**src/rtl/rr_arbiter_hold.sv**
```systemverilog
// N-way round-robin arbiter with registered one-hot grant and a bounded
// per-owner hold window; the owner keeps the grant while requesting, up to MAX_HOLD cycles.
module rr_arbiter_hold #(
   parameter int unsigned N        = 4,
   parameter int unsigned MAX_HOLD = 4,
   localparam int unsigned IDW     = $clog2(N)
) (
   input  logic           clk,
   input  logic           reset_n,
   input  logic [N-1:0]   req,
   output logic [N-1:0]   gnt,
   output logic           gnt_valid,
   output logic [IDW-1:0] gnt_id,
   output logic [15:0]    hold_cnt
);

   localparam int unsigned CNTW = 16;
   localparam logic [0:0] IDLE  = 1'b0;
   localparam logic [0:0] GRANT = 1'b1;
   localparam logic [CNTW-1:0] HOLD_MAX = CNTW'(MAX_HOLD);
   localparam logic [CNTW-1:0] CNT_SAT  = {CNTW{1'b1}};

   logic [0:0]      state_q, state_d;
   logic [N-1:0]    gnt_q, gnt_d;
   logic            gnt_valid_q, gnt_valid_d;
   logic [IDW-1:0]  gnt_id_q, gnt_id_d;
   logic [CNTW-1:0] hold_q, hold_d;
   logic [IDW-1:0]  last_q, last_d;

   logic [IDW-1:0]  pick_last;
   logic [IDW-1:0]  pick_own;
   logic            own_req;
   logic [N-1:0]    others;

   // First requester strictly after x, wrapping around and reaching x itself last.
   function automatic logic [IDW-1:0] pick(input logic [IDW-1:0] x, input logic [N-1:0] r);
      logic [IDW-1:0] sel;
      logic           found;
      logic [31:0]    idx;
      sel   = '0;
      found = 1'b0;
      for (int unsigned k = 1; k <= N; k++) begin
         idx = (32'(x) + k) % N;
         if (!found && r[idx[IDW-1:0]]) begin
            sel   = idx[IDW-1:0];
            found = 1'b1;
         end
      end
      return sel;
   endfunction

   always_comb begin
      state_d     = state_q;
      gnt_d       = gnt_q;
      gnt_valid_d = gnt_valid_q;
      gnt_id_d    = gnt_id_q;
      hold_d      = hold_q;
      last_d      = last_q;

      pick_last = pick(last_q, req);
      pick_own  = pick(gnt_id_q, req);
      own_req   = req[gnt_id_q];
      others    = req & ~gnt_q;

      case (state_q)
         IDLE: begin
            if (|req) begin
               state_d     = GRANT;
               gnt_d       = N'(1) << pick_last;
               gnt_valid_d = 1'b1;
               gnt_id_d    = pick_last;
               hold_d      = CNTW'(1);
            end
         end
         GRANT: begin
            if (!own_req) begin
               // Release: hand over in the same edge, or go idle.
               last_d = gnt_id_q;
               if (|req) begin
                  gnt_d    = N'(1) << pick_own;
                  gnt_id_d = pick_own;
                  hold_d   = CNTW'(1);
               end else begin
                  state_d     = IDLE;
                  gnt_d       = '0;
                  gnt_valid_d = 1'b0;
                  gnt_id_d    = '0;
                  hold_d      = '0;
               end
            end else if (MAX_HOLD == 0 || hold_q < HOLD_MAX) begin
               if (hold_q != CNT_SAT) begin
                  hold_d = hold_q + CNTW'(1);
               end
            end else begin
               // Hold window exhausted: rotate if anyone else waits, else restart window.
               last_d = gnt_id_q;
               hold_d = CNTW'(1);
               if (|others) begin
                  gnt_d    = N'(1) << pick_own;
                  gnt_id_d = pick_own;
               end
            end
         end
         default: begin
            state_d     = IDLE;
            gnt_d       = '0;
            gnt_valid_d = 1'b0;
            gnt_id_d    = '0;
            hold_d      = '0;
         end
      endcase
   end

   always_ff @(posedge clk or negedge reset_n) begin
      if (!reset_n) begin
         state_q     <= IDLE;
         gnt_q       <= '0;
         gnt_valid_q <= 1'b0;
         gnt_id_q    <= '0;
         hold_q      <= '0;
         last_q      <= IDW'(N - 1);
      end else begin
         state_q     <= state_d;
         gnt_q       <= gnt_d;
         gnt_valid_q <= gnt_valid_d;
         gnt_id_q    <= gnt_id_d;
         hold_q      <= hold_d;
         last_q      <= last_d;
      end
   end

   assign gnt       = gnt_q;
   assign gnt_valid = gnt_valid_q;
   assign gnt_id    = gnt_id_q;
   assign hold_cnt  = hold_q;

endmodule
```
**config.mk**
```make
export PLATFORM = sky130hd
export DESIGN_NAME = rr_arbiter_hold
export DESIGN_NICKNAME = d
export VERILOG_FILES = /design/src/rtl/rr_arbiter_hold.sv
export SDC_FILE = /design/constraint.sdc
export NUM_CORES = 1
export LEC_CHECK = 0
export ABC_AREA = 1
export CORE_MARGIN = 2
export CORE_UTILIZATION = 30
export DETAILED_ROUTE_END_ITERATION = 6
export PLACE_DENSITY = 0.56
export RECOVER_POWER = 50
export SLEW_MARGIN = 10
export SYNTH_ARGS = -nofsm -noshare
export SYNTH_HDL_FRONTEND = slang
export SYNTH_SLANG_ARGS = --single-unit
```
**constraint.sdc**
```tcl
create_clock -name clk -period 2.2 [get_ports clk]
set_input_delay 0.22 -clock clk [delete_from_list [all_inputs] [get_ports clk]]
set_output_delay 0.22 -clock clk [all_outputs]
set_load 0.05 [all_outputs]
```
Word-level counts from Yosys, hierarchy flattened
Cells that the tools add are included.

Output and inout port bits: 23. Bits of input ports: 6. Register bits after elaboration: 26.

Reduce and logical (&&, ||, !) cells: 18. Mux-type cells: 59. Order comparisons: 10. Eq/ne operators: 8. Add/subtract/negate cells: 9. Bitwise operators: 3. Shift operators: 2.

Operators by type and width (count): 16-bit two-way mux (4); 16-bit one-hot mux with 2 select lines (1); 2-bit two-way mux (15); 2-bit by 3-bit less-than comparator with 1-bit output (second input constant) (9); 1-bit two-way mux (21); 4-bit two-way mux (5); 1-bit binary-select mux with 2-bit select (9); 16-bit by 1-bit adder with 16-bit output (second input constant) (1); 16-bit by 3-bit less-than comparator with 1-bit output (second input constant) (1); 16-bit inequality test (second input constant) (1); 2-bit by 1-bit adder with 2-bit output (second input constant) (4); 2-bit adder (second input constant) (4); 2-bit inequality test (second input constant) (4); 4-bit one-hot mux with 2 select lines (1); 4-bit OR reduction (2); 1-bit by 2-bit left shift with 4-bit output (first input constant) (2); 1-bit logical AND (6); 1-bit zero test (6); 3-bit AND reduction (2); 4-bit bitwise AND (1); 4-bit by 3-bit inequality test with 1-bit output (second input constant) (1); 4-bit NOT (1); 1-bit one-hot mux with 2 select lines (2); 2-bit one-hot mux with 2 select lines (1); other kinds (4) (5).

Depth between registers and ports, before layout
Word-level depth: 18. Gate-level depth with buffers: 16.

Worst setup path after synthesis
Ideal clock, no wire load.

Path kind: register to register. Start: register gnt_id_q[0], in the netlist gnt_id[0]. End: register gnt_q[1], in the netlist gnt[1]. Data required time: 2082 ps. Data arrival time: 1695 ps. Slack: 387 ps. Period minus slack after synthesis: 1813 ps. Stages on the path, launching flop included: 13. Cell sequence: dfrtp_1 > buf_4 > nand2_1 > nand3_1 > nand2_1 > nor2_4 > nand4_1 > nand2_1 > inv_2 > nand3_1 > nand2_1 > nand2_1 > nand2_1.

Cells in the longest elaborated chain, start to end: 18. Elaborated cells on any way between the ends: 36.

RTL lines: from (decl) (line 26) `logic [IDW-1:0] gnt_id_q, gnt_id_d;`; from (signal assigned) (line 126) `gnt_id_q <= gnt_id_d;`; 2-bit by 1-bit adder with 2-bit output (line 43) `idx = (32'(x) + k) % N;`; 1-bit binary-select mux with 2-bit select (line 44) `if (!found && r[idx[IDW-1:0]]) begin`; 1-bit two-way mux (not written as such) (line 44); 1-bit two-way mux (line 44); 1-bit zero test (line 44); 1-bit logical AND (line 44); 1-bit two-way mux (line 44); 1-bit zero test (line 44); [... 2 more ...]; 1-bit zero test (line 44); 1-bit logical AND (line 44); 2-bit two-way mux (line 44); 1-bit by 2-bit left shift with 4-bit output (line 80, 99); 4-bit two-way mux (line 98) `if (|others) begin`; 4-bit two-way mux (line 90) `end else if (MAX_HOLD == 0 || hold_q < HOLD_MAX) begin`; 4-bit two-way mux (line 76) `if (!own_req) begin`; 4-bit one-hot mux with 2 select lines (line 65) `case (state_q)`; to (signal assigned) (line 124) `gnt_q <= gnt_d;`; to (decl) (line 24) `logic [N-1:0] gnt_q, gnt_d;`.

Several ways; a longest one is shown, not always the timed one. The select of a mux whose other input is x is not followed. A chain may end at the register's enable or synchronous reset.

Worst setup path after layout
Start: register gnt_id_q[1], in the netlist gnt_id[1]. End: output gnt_id[1].

RTL lines: to (decl) (line 13) `output logic [IDW-1:0] gnt_id,`.

No word-level cell between the ends.

==> impl_summary.md <==
Detailed routing
In this run, the number of DRC markers left after iteration 0 of detailed routing was 58. In this run the remaining antenna-violating nets after routing total 0. The length of the first detailed-routing pass in iterations is 4. The routed design has approximately 3800 um of wire. The via count is 1,565.

The detail-routed via count per cell is 4.536. In the final routed layout, each cell accounts on average for 11.06 um. The residual DRC count is 0.

STA
Once routing completed, OpenROAD measured the worst setup slack at 356.3 ps. Setup repair after global routing left no endpoint under its margin. The headroom to the max-slew limit is 8.149%. The clock tree skew after final layout is 3.395 ps. The number of pins with negative max-slew slack in the final report is 0. In the final timing run, aggregate negative setup slack is 0 ps. The time the final worst path needs with I/O delays and setup is 1844 ps. The final setup violation count is 0. The actual transition at the worst max-transition pin is 1378 ps. The highest attainable clock frequency is 542.4 MHz. The period utilization is 83.81%. The final hold violation count is 0.

Floorplan
Pin placement for this block handled 29 I/O pins. From bottom edge to top edge, the die measures 78.34 um. The floorplan die area is 6136 um2. The standard cell core area is 5405 um2.

The die is 78.34 um wide. For this configuration, the core starts out at a cell density of 30.67%. The site row count is 27.

Critical path
The category of the worst setup path launch point is a flip-flop. The kind of critical path is reg2out. Walking the worst path, the cells encountered are clkdlybuf4s50_1. The highest cell delay on the worst timing path is 850 ps. The reg-to-reg startpoint is last_q[0].

The maximum fanout along the worst path is 7. The gate family responsible for the most delay along the worst path is buffers and inverters. The cell at the slowest stage of the critical path is sky130_fd_sc_hd__clkdlybuf4s50_1. The kind of end point of the critical path is an output port. At the worst endpoint, the required time is roughly 2000 ps. The critical register-to-register path endpoint is gnt[0]. The number of cells on the worst reg-to-reg path is 13.

At the worst endpoint, the arrival time is between 1500 and 2000 ps. The setup check on the worst reg-to-reg path leaves a slack of 390 ps. The number of buffers and inverters on the critical path is 1.

Place
After legalization and detailed placement, the total HPWL measured 2984 um. Buffers placed on the I/O ports in this run total 28. The congestion estimate from routability-driven global placement came to 0.8025. Prior to clock tree synthesis, the placed netlist has a worst setup slack of 146.0 ps.

Worst hold path
For hold timing, the worst endpoint is hold_cnt[3]. The worst hold path was traced through 2 stages. The worst hold path begins at hold_cnt[3]. The tightest min-delay check is of the reg2reg type.

Pwr
The total power per unit cell area is 1419 nW/um2. The largest voltage drop on the vdd net is 0.5814 mV. The design draws 2.948 mW. The static leakage is slightly above 1 nW.

Yosys
The net count after synthesis is 249. After synthesis, the cell types taking the most area are sky130_fd_sc_hd__dfrtp_1 (36%), sky130_fd_sc_hd__nand2_1 (19%), sky130_fd_sc_hd__nand3_1 (5.4%). The synthesized flop and latch total is 26. Synthesis produced a netlist whose cell count is between 200 and 250. In this run the biggest area consumer among cell types represents 36.23% of the synthesized area. Sequential cells were found to cover around two fifths of the synthesized design area.

In this run the mean area of a mapped cell was about 6.9 um2. The synthesized netlist occupies a cell area of 1658 um2. After synthesis, the netlist uses 30 different library cells. The biggest area contributor in the post-synthesis netlist is sky130_fd_sc_hd__dfrtp_1.

Yosys printed 0 warnings.

Global routing
After global routing the overflow that remains totals 0. The number of global-route vias before repair is 1,496. The number of antenna violations at the first check in global routing came to 0. The largest net degree at the start of global routing is 27.

In the global route stage, overall resource usage came out at a little over an eighth. The first global-routing pass estimated 6665 um of wire.

Clocking
The number of sinks handled by clock tree synthesis is 26. The number of resized instances in the post-cts repair step is 0. Counting the buffers created by CTS gives 3. The root cell of the clock tree is sky130_fd_sc_hd__clkbuf_8. The number of levels the H-tree was split into is 1. After clock tree synthesis, the clock-pin slew on the worst setup and hold paths is approximately 90 ps. For the worst-skew pair, the clock arrives at the later sink with an insertion delay of 280 ps.

The CTS tree is built. The number of hold buffers added after CTS is 0. No sink is reached through more buffers than the 2 on the longest clock path.

The buffer count from post-CTS setup fixing is 0.

Status
The flow ran to the end, and the final reports show no timing, DRC or antenna violations.

Layout
For this run, the post-layout net count is approximately 280. The most common cell after layout, fill and taps aside is sky130_fd_sc_hd__nand2_1. The top cell types in the final layout, fill and taps aside, are sky130_fd_sc_hd__nand2_1 (86), sky130_fd_sc_hd__clkdlybuf4s50_1 (26), sky130_fd_sc_hd__inv_1 (24), sky130_fd_sc_hd__dfrtp_1 (24), sky130_fd_sc_hd__nor2_1 (21). The number of antenna diodes in the final layout is 0.

The area growth from synthesis to layout is 25.28%. The post-route netlist has 12.82% of its cells at a drive strength greater than 1.

Flow run
Max-cap violations in this run came to 0.
==> worst max path at each step <==
stage / start / end / slack [ps] / cells past startpoint
finish: gnt_id[1] / gnt_id[1] / 360 / 1
global route: last_q[0] / gnt[0] / 180 / 13
CTS: gnt_id[1] / gnt_id[1] / 340 / 1
detailed placement: req[3] / gnt_id[1] / 150 / 14
global placement: req[3] / gnt_id[0] / 190 / 14
floorplan: gnt_id[0] / gnt[1] / 390 / 12
==> area by class of cell <==
class	instances	area (um2)
timing repair buffer	32	299.0
inverter	37	143.9
clock buffer	3	41.29
multi-input combinational	174	819.5
fill	585	3328
sequential	26	653.1
clock inverter	1	30.03
tap	72	90.09
==> state kept, by name, summed over array words and instances, names as in the netlist <==
register   flops
hold_cnt      16
gnt_id         2
state_q        1
gnt_valid      1
last_q         2
gnt            4
==> synth_stat cells <==
library cell / number
sky130_fd_sc_hd__and2_1: 1
sky130_fd_sc_hd__inv_2: 8
sky130_fd_sc_hd__nand4_1: 9
sky130_fd_sc_hd__buf_2: 1
sky130_fd_sc_hd__nand3_2: 1
sky130_fd_sc_hd__nor3_1: 1
sky130_fd_sc_hd__dfrtp_1: 24
sky130_fd_sc_hd__clkbuf_1: 1
sky130_fd_sc_hd__inv_4: 2
sky130_fd_sc_hd__ha_1: 1
sky130_fd_sc_hd__inv_1: 24
sky130_fd_sc_hd__clkinv_1: 3
sky130_fd_sc_hd__o31ai_1: 1
sky130_fd_sc_hd__o21ai_2: 2
sky130_fd_sc_hd__nor2_1: 21
sky130_fd_sc_hd__dfstp_2: 2
sky130_fd_sc_hd__o21ai_0: 5
sky130_fd_sc_hd__a21oi_1: 6
sky130_fd_sc_hd__nand2_1: 86
sky130_fd_sc_hd__o21ai_1: 2
sky130_fd_sc_hd__nand3_1: 18
sky130_fd_sc_hd__a21boi_1: 1
sky130_fd_sc_hd__buf_6: 1
sky130_fd_sc_hd__nand2_4: 1
sky130_fd_sc_hd__o22ai_1: 2
sky130_fd_sc_hd__nand3b_1: 1
sky130_fd_sc_hd__nand2_2: 11
sky130_fd_sc_hd__buf_4: 2
sky130_fd_sc_hd__nor2_4: 3
sky130_fd_sc_hd__nor4_2: 1
==> cell families after synthesis <==
logic type,synth area share (%)
fa+ha+maj,0.7546
flops,39.40
compound gates,6.642
buf+inv,10.79
simple gates,42.42
==> through the flow <==
stage / instance area, um2 / instances / util [%] / hold slack, ps
finish: 2077 / 345 / 38.43 / 525.5
global route: 2077 / 345 / 38.43 / 549.7
CTS: 2095 / 345 / 38.75 / 320.7
detailed placement: 2023 / 341 / 37.43 / 514.4
global placement: 2023 / 341 / 37.43 / 500.9
floorplan: 1658 / 242 / - / -75.59
==> routing by layer <==
metal,routed length (um),global-route usage [%]
met1,1840,17.89
met2,1783,22.16
met3,112,1.839
met5,0,0
met4,77,6.140
==> power breakdown <==
group,switching (mW),total (mW),internal (mW),leakage [nW]
clock,0.160,0.404,0.244,0.0357
sequential,0.122,0.712,0.589,0.338
combinational,1.22,1.83,0.609,0.647
total,1.51,2.95,1.44,1.02
Note: power is estimated with default switching activity, not from simulation.
